`config.mk`:
```
export PLATFORM = sky130hd
export DESIGN_NAME = req_traffic_gen
export DESIGN_NICKNAME = d
export VERILOG_FILES = /design/src/rtl/req_traffic_gen.sv
export SDC_FILE = /design/constraint.sdc
export NUM_CORES = 2
export LEC_CHECK = 0
export ABC_AREA = 1
export BUFFER_PORTS_ARGS = -buffer_cell sky130_fd_sc_hd__buf_2
export CAP_MARGIN = 10
export CORE_AREA = 2 2 441 443
export CTS_BUF_LIST = sky130_fd_sc_hd__clkbuf_16
export DETAILED_ROUTE_END_ITERATION = 7
export DIE_AREA = 0 0 443 445
export PLACE_DENSITY_LB_ADDON = 0.05
export SETUP_SLACK_MARGIN = 0.1
export SYNTH_ARGS = -nofsm -noshare
export SYNTH_HDL_FRONTEND = slang
export SYNTH_SLANG_ARGS = --single-unit
export TNS_END_PERCENT = 30
```
`constraint.sdc`:
```
create_clock -name clk -period 11.15 [get_ports clk]
set_input_delay 0.5575 -clock clk [delete_from_list [all_inputs] [get_ports clk]]
set_output_delay 0.5575 -clock clk [all_outputs]
set_load 0.1 [all_outputs]
```
`src/rtl/req_traffic_gen.sv`:
```
// req_traffic_gen: AXI read/write request traffic generator.
// A start pulse launches a run of num_request read (test_case 1..9) or write
// (test_case 10..18) requests. Addresses are base_addr plus a masked,
// 64B-aligned offset taken from a 32-bit Galois LFSR. Responses are counted
// and the block reports done once every request has a response.
// Ports:
//   clk, reset             clock, synchronous active-high reset
//   start, test_case       run launch pulse and run selector
//   num_request            requests per run
//   base_addr, addr_mask   address region base and random-offset mask
//   seed                   LFSR seed (0 selects 1)
//   m_axi_ar*/r*           read address / read data channels
//   m_axi_aw*/w*/b*        write address / write data / write response channels
//   busy, done             run in progress / sticky run complete
//   issued_cnt             address handshakes this run
//   completed_cnt          R or B handshakes this run
module req_traffic_gen #(
    parameter int unsigned ID_W   = 12,
    parameter int unsigned DATA_W = 512
) (
    input  logic                clk,
    input  logic                reset,
    input  logic                start,
    input  logic [63:0]         test_case,
    input  logic [63:0]         num_request,
    input  logic [63:0]         base_addr,
    input  logic [31:0]         addr_mask,
    input  logic [31:0]         seed,
    output logic                m_axi_arvalid,
    input  logic                m_axi_arready,
    output logic [63:0]         m_axi_araddr,
    output logic [ID_W-1:0]     m_axi_arid,
    input  logic                m_axi_rvalid,
    output logic                m_axi_rready,
    output logic                m_axi_awvalid,
    input  logic                m_axi_awready,
    output logic [63:0]         m_axi_awaddr,
    output logic [ID_W-1:0]     m_axi_awid,
    output logic                m_axi_wvalid,
    input  logic                m_axi_wready,
    output logic [DATA_W-1:0]   m_axi_wdata,
    output logic [DATA_W/8-1:0] m_axi_wstrb,
    input  logic                m_axi_bvalid,
    output logic                m_axi_bready,
    output logic                busy,
    output logic                done,
    output logic [63:0]         issued_cnt,
    output logic [63:0]         completed_cnt
);

    typedef enum logic [2:0] {IDLE, RD_ISSUE, WR_ISSUE, WAIT_RESP, DONE, ABORT} state_t;

    // x^32 + x^22 + x^2 + x + 1 in right-shifting Galois form
    localparam logic [31:0] LFSR_TAPS  = 32'h8020_0003;
    localparam logic [31:0] ALIGN_MASK = 32'hFFFF_FFC0;

    state_t      state;
    logic [31:0] lfsr;
    logic [31:0] mask_q;
    logic [63:0] tc_q;
    logic [63:0] num_q;
    logic [63:0] base_q;
    logic [63:0] w_addr_q;
    logic        is_wr;

    logic        ar_hs, aw_hs, w_hs, resp_hs;
    logic        tc_rd, tc_wr, tc_changed;
    logic        wr_req_done, abort_clear;
    logic [31:0] lfsr_nx;
    logic [63:0] issued_nx, completed_nx, addr_c, addr_nx;

    function automatic logic [31:0] lfsr_step(input logic [31:0] v);
        return (v >> 1) ^ (v[0] ? LFSR_TAPS : 32'h0);
    endfunction

    // Counters saturate so they can never wrap within a run
    function automatic logic [63:0] sat_inc(input logic [63:0] v);
        return (v == '1) ? v : v + 64'd1;
    endfunction

    function automatic logic [63:0] addr_of(input logic [63:0] base, input logic [31:0] mask,
                                            input logic [31:0] v);
        return base + {32'b0, v & mask & ALIGN_MASK};
    endfunction

    // Handshakes and next-value helpers
    always_comb begin
        ar_hs        = m_axi_arvalid & m_axi_arready;
        aw_hs        = m_axi_awvalid & m_axi_awready;
        w_hs         = m_axi_wvalid & m_axi_wready;
        resp_hs      = busy & (is_wr ? m_axi_bvalid : m_axi_rvalid);
        tc_rd        = (test_case >= 64'd1) && (test_case <= 64'd9);
        tc_wr        = (test_case >= 64'd10) && (test_case <= 64'd18);
        tc_changed   = (test_case != tc_q);
        lfsr_nx      = (ar_hs | aw_hs) ? lfsr_step(lfsr) : lfsr;
        issued_nx    = (ar_hs | aw_hs) ? sat_inc(issued_cnt) : issued_cnt;
        completed_nx = resp_hs ? sat_inc(completed_cnt) : completed_cnt;
        addr_c       = addr_of(base_q, mask_q, lfsr);
        addr_nx      = addr_of(base_q, mask_q, lfsr_nx);
        // Both write channels have handshaked for the current request after this edge
        wr_req_done  = (aw_hs | ~m_axi_awvalid) & (w_hs | ~m_axi_wvalid)
                       & (m_axi_awvalid | m_axi_wvalid);
        abort_clear  = ~(m_axi_arvalid & ~ar_hs) & ~(m_axi_awvalid & ~aw_hs)
                       & ~(m_axi_wvalid & ~w_hs);
    end

    // Run control, counters and valids
    always_ff @(posedge clk) begin
        if (reset) begin
            state         <= IDLE;
            lfsr          <= 32'h1;
            mask_q        <= '0;
            tc_q          <= '0;
            num_q         <= '0;
            base_q        <= '0;
            w_addr_q      <= '0;
            is_wr         <= 1'b0;
            issued_cnt    <= '0;
            completed_cnt <= '0;
            busy          <= 1'b0;
            done          <= 1'b0;
            m_axi_arvalid <= 1'b0;
            m_axi_awvalid <= 1'b0;
            m_axi_wvalid  <= 1'b0;
        end else begin
            completed_cnt <= completed_nx;
            issued_cnt    <= issued_nx;
            lfsr          <= lfsr_nx;
            if (ar_hs) m_axi_arvalid <= 1'b0;
            if (aw_hs) m_axi_awvalid <= 1'b0;
            if (w_hs)  m_axi_wvalid  <= 1'b0;

            case (state)
                IDLE, DONE: begin
                    if (state == DONE && tc_changed) begin
                        done  <= 1'b0;
                        state <= IDLE;
                    end
                    if (start && (tc_rd || tc_wr)) begin
                        tc_q          <= test_case;
                        num_q         <= num_request;
                        base_q        <= base_addr;
                        mask_q        <= addr_mask;
                        is_wr         <= tc_wr;
                        lfsr          <= (seed == 32'h0) ? 32'h1 : seed;
                        issued_cnt    <= '0;
                        completed_cnt <= '0;
                        if (num_request == 64'd0) begin
                            state <= DONE;
                            done  <= 1'b1;
                            busy  <= 1'b0;
                        end else begin
                            state <= tc_wr ? WR_ISSUE : RD_ISSUE;
                            done  <= 1'b0;
                            busy  <= 1'b1;
                        end
                    end
                end
                RD_ISSUE: begin
                    if (tc_changed) begin
                        state <= ABORT;
                    end else if (!m_axi_arvalid) begin
                        m_axi_arvalid <= 1'b1;
                    end else if (ar_hs) begin
                        if (issued_nx >= num_q) begin
                            m_axi_arvalid <= 1'b0;
                            if (completed_nx >= num_q) begin
                                state <= DONE;
                                done  <= 1'b1;
                                busy  <= 1'b0;
                            end else begin
                                state <= WAIT_RESP;
                            end
                        end else begin
                            m_axi_arvalid <= 1'b1;
                        end
                    end
                end
                WR_ISSUE: begin
                    if (tc_changed) begin
                        state <= ABORT;
                    end else if (!m_axi_awvalid && !m_axi_wvalid) begin
                        m_axi_awvalid <= 1'b1;
                        m_axi_wvalid  <= 1'b1;
                        w_addr_q      <= addr_c;
                    end else if (wr_req_done) begin
                        if (issued_nx >= num_q) begin
                            if (completed_nx >= num_q) begin
                                state <= DONE;
                                done  <= 1'b1;
                                busy  <= 1'b0;
                            end else begin
                                state <= WAIT_RESP;
                            end
                        end else begin
                            // W data latches the address so it stays stable after AW moves the LFSR
                            m_axi_awvalid <= 1'b1;
                            m_axi_wvalid  <= 1'b1;
                            w_addr_q      <= addr_nx;
                        end
                    end
                end
                WAIT_RESP: begin
                    if (tc_changed) begin
                        state <= ABORT;
                    end else if (completed_cnt >= num_q) begin
                        state <= DONE;
                        done  <= 1'b1;
                        busy  <= 1'b0;
                    end
                end
                ABORT: begin
                    if (abort_clear) begin
                        state <= IDLE;
                        busy  <= 1'b0;
                        done  <= 1'b0;
                    end
                end
                default: state <= IDLE;
            endcase
        end
    end

    assign m_axi_araddr = addr_c;
    assign m_axi_awaddr = addr_c;
    assign m_axi_arid   = ID_W'(issued_cnt[3:0]);
    assign m_axi_awid   = ID_W'(issued_cnt[3:0]);
    assign m_axi_rready = busy;
    assign m_axi_bready = busy;
    assign m_axi_wstrb  = '1;

    // Write data is the 64-bit request address repeated across the bus
    for (genvar i = 0; i < DATA_W; i++) begin : g_wdata
        assign m_axi_wdata[i] = w_addr_q[i % 64];
    end

endmodule

```
==> key figures <==
Floorplanning
  • Initial core utilization: 0.196
  • Die extent in x: 443 um
  • # IOs: approximately 1100
  • Die area: 197000 um^2
  • Rows: 161
  • Core ar.: ~190000 um^2
  • Die H: 445 um

Critical path
  • Reg-to-reg setup timing slack: 4280 ps
  • Slowest-stage cell, CP: o21ai_4
  • R2r startpoint: issued_cnt[0]
  • CP endpoint kind: flip-flop
  • WP data required: 11750 ps
  • Slowest cell delay on critical path: 880 ps
  • Crit path kind: flip-flop to flip-flop
  • Crit Reg-Reg Endpoint: w_addr_q[21]
  • Worst R2R Path Depth: 29
  • Worst Path Arrival: 7470 ps
  • Cell with the most instances on the worst path: nand2_1
  • CP Max Fanout: 53
  • Crit start category: flip-flop

Global route
  • Global route overflow: 0
  • Initial antenna violation count: between 50 and 60
  • Vias in the first global route: 36300
  • Maximum number of pins on one net before global-route repair: between 90 and 100
  • First-pass GRT wire length: 288000 um
  • All-Layer GR Usage: 0.204

STA
  • Max Slew Vio Count: 0
  • TNS Setup: 0 ps
  • Final setup fails: 0
  • Tcrit/Tclk final: 0.616
  • Worst Max-Slew Pin Slew: 1110 ps
  • Relative slew slack: 0.256
  • Fmax: 0.146 GHz
  • Final hold vios: 0
  • Tmin final: roughly 6900 ps
  • Skew final: 35.2 ps
  • Unrepaired setup endpoints after global routing: no

Placement
  • Post-DP Area: roughly 41000 um^2
  • PortBufs: 1040
  • Detailed Place HPWL: 175000 um
  • Final RePlAce weighted congestion: 0.877

Clocking
  • Sink Count: 451
  • CTS H-tree lvls: 3
  • Max clock buf depth: 3
  • Post_cts resized: 0
  • Clock-pin slew on the worst setup and hold paths: approximately 50 ps
  • CTS tree: yes
  • Clock Latency Late Sink: 680 ps
  • Post-CTS Setup Inserts: 0
  • Root Buffer: clkbuf_16
  • TritonCTS Buffers: 71
  • CTS Hold Bufs: 0

Route
  • DR vias: 37600
  • Average wire per standard cell: 24.0 um
  • DRT Pass-1 Iters: 5
  • Final wirelength: 210000 um
  • ANT nets after route: 0
  • DR vias/cell: 4.31
  • Initial DRC count: about 2100
  • Post-route DRC violation count: 0

Layout
  • Sequential Area: 9030 um^2
  • Filler Cells Inserted: 22100
  • Area growth syn-to-layout: 15.3%
  • Final-stage net count: 6646
  • Fin area: 43500 um^2
  • Area of the multi-input gates: 21000 um^2
  • Layout cells sized above 1: 0.217

Synthesis
  • Post-synth EDFFs: 0
  • Netlist cell types: 62
  • Post-Synth Adder-Cell Area: 0.0827
  • Post-Synth Simple-Gate Area: 0.287
  • Syn. warnings: 0
  • Fraction of registers with async set/reset: 0
  • Largest family of logic cells by synthesized area: simple AND/OR/NAND/NOR gates
  • Yosys reg bits: 451
  • Post-synthesis xor/xnor area fraction: 0.0508
  • Syn_area_per_cell: around 6.6 um^2
  • Compound-Gate Fraction of Synth Area: 0.125
  • Sequential-to-total area share from yosys stat: 0.240
  • Synthesized cell area: 37700 um^2
  • Cell count after synthesis: 5672
  • Post-synthesis mux area share: 0.00186
  • Top FF cell, synth: dfxtp_1

Run
  • Max-Cap Viols: 0

Pwr
  • Leak: 21.7 nW
  • VDD IR max: 82.2 uV
  • Power Density: 93.0 nW/um^2

Min path
  • Hold WC Path Type: input pin to flip-flop
  • Hold EP: base_q[19]
  • Hold path depth: 3
  • Hold Startpoint: base_addr[19]

Run status
  • Status: finished clean
kinds of logic after synthesis:
group,after synthesis
simple gates,2522
buf+inv,1465
compound gates,759
flops,451
fa+ha+maj,248
xor+xnor,218
mux,7
other cells,2
state kept, by name (all words and copies together) (netlist names):
register,flops
base_q,64
completed_cnt,64
issued_cnt,64
num_q,64
tc_q,64
w_addr_q,64
lfsr,32
mask_q,26
state,3
busy,1
done,1
is_wr,1
m_axi_arvalid,1
m_axi_awvalid,1
m_axi_wvalid,1
cell type report:
| cell class | instances | share of cell area |
|---|---|---|
| Clock buffer | 72 | 0.0415 |
| Sequential cell | 451 | 0.208 |
| Multi-Input combinational cell | 3834 | 0.484 |
| Tap cell | 2526 | 0.0727 |
| Antenna cell | 11 | 0.000634 |
| Clock inverter | 51 | 0.00752 |
| Timing Repair Buffer | 1066 | 0.125 |
| Inverter | 710 | 0.0615 |
per-layer routing:
layer  vias to the layer above  GRT usage  wire, um
li1                      18600          -         -
met1                     17800      0.255     91700
met2                       946      0.368    105000
met3                       239     0.0265      7290
met4                        24     0.0494      5280
met5                         -          0       149
through the flow:
stage	power, mW	hold slack [ps]	utilization	instances	setup WS (ps)
detailed placement	1.93	449	0.215	8587	4060
CTS	4.16	37.0	0.226	8710	4020
finish	4.04	126	0.226	8721	4280
global placement	1.93	449	0.215	8587	4170
global route	4.22	75.1	0.226	8715	3630
floorplan	1.84	437	-	5750	6720
worst max-delay path, delay by kind of cell, from the launching register on:
kind | cells | cell delay, ps
simple gates | 19 | 2640
fa+ha+maj | 2 | 600
buf+inv | 5 | 1510
xor+xnor | 1 | 230
flops | 1 | 650
compound gates | 2 | 1070
layout by cell type (no fill, tap or decap), types with 5 or more instances in the layout:
master and count:
diode_2 11, a21boi_0 5, inv_1 704, o21ai_1 33
nand2_1 949, or2_2 12, xnor2_1 48, and2_1 11
xor2_1 169, mux2i_1 7, nor3_2 9, nor2_1 860
nor3_1 134, buf_4 25, nand3b_1 11, nand4_1 101
inv_2 14, clkinv_1 16, nand3_1 293, clkinv_2 17
nor2_2 16, o21ai_0 287, clkbuf_16 72, and3_1 39
a21oi_1 263, a211oi_2 95, a21o_1 15, nor4_1 49
nor3b_1 6, a211oi_1 29, ha_1 246, nand2_2 10
dfxtp_1 451, buf_2 1039, conb_1 80, o21a_1 11
worst max-delay path by stage:
stage                              from      endpoint  slack, ps  cells after the start
final                     issued_cnt[0]  w_addr_q[21]       4280                     29
after global routing      issued_cnt[0]   w_addr_q[3]       3630                     29
after CTS                 issued_cnt[0]  w_addr_q[21]       4020                     29
after detailed placement  issued_cnt[0]  w_addr_q[21]       4060                     29
after global placement    issued_cnt[0]  w_addr_q[21]       4170                     29
after floorplan           issued_cnt[0]  w_addr_q[46]       6720                     30
power breakdown:
group | internal (mW) | switching, mW
sequential | 1.61 | 0.00000000000000214
clock | 1.23 | 0.919
combinational | 0.0512 | 0.223
Yosys cell counts (all sizes together), types with 15 or more instances:
cell / count / area [um^2]
nand2: 961 / 3630
nor2: 879 / 3350
inv: 707 / 2650
buf: 679 / 5040
dfxtp: 451 / 9030
o21ai: 321 / 1620
nand3: 296 / 1500
a21oi: 263 / 1320
ha: 246 / 3080
xor2: 170 / 1500
nor3: 146 / 805
a211oi: 124 / 1410
nand4: 102 / 644
clkbuf: 76 / 287
nor4: 52 / 338
xnor2: 48 / 420
and3: 39 / 244
a21o: 15 / 113
Note: power is estimated with default switching activity, not from simulation.
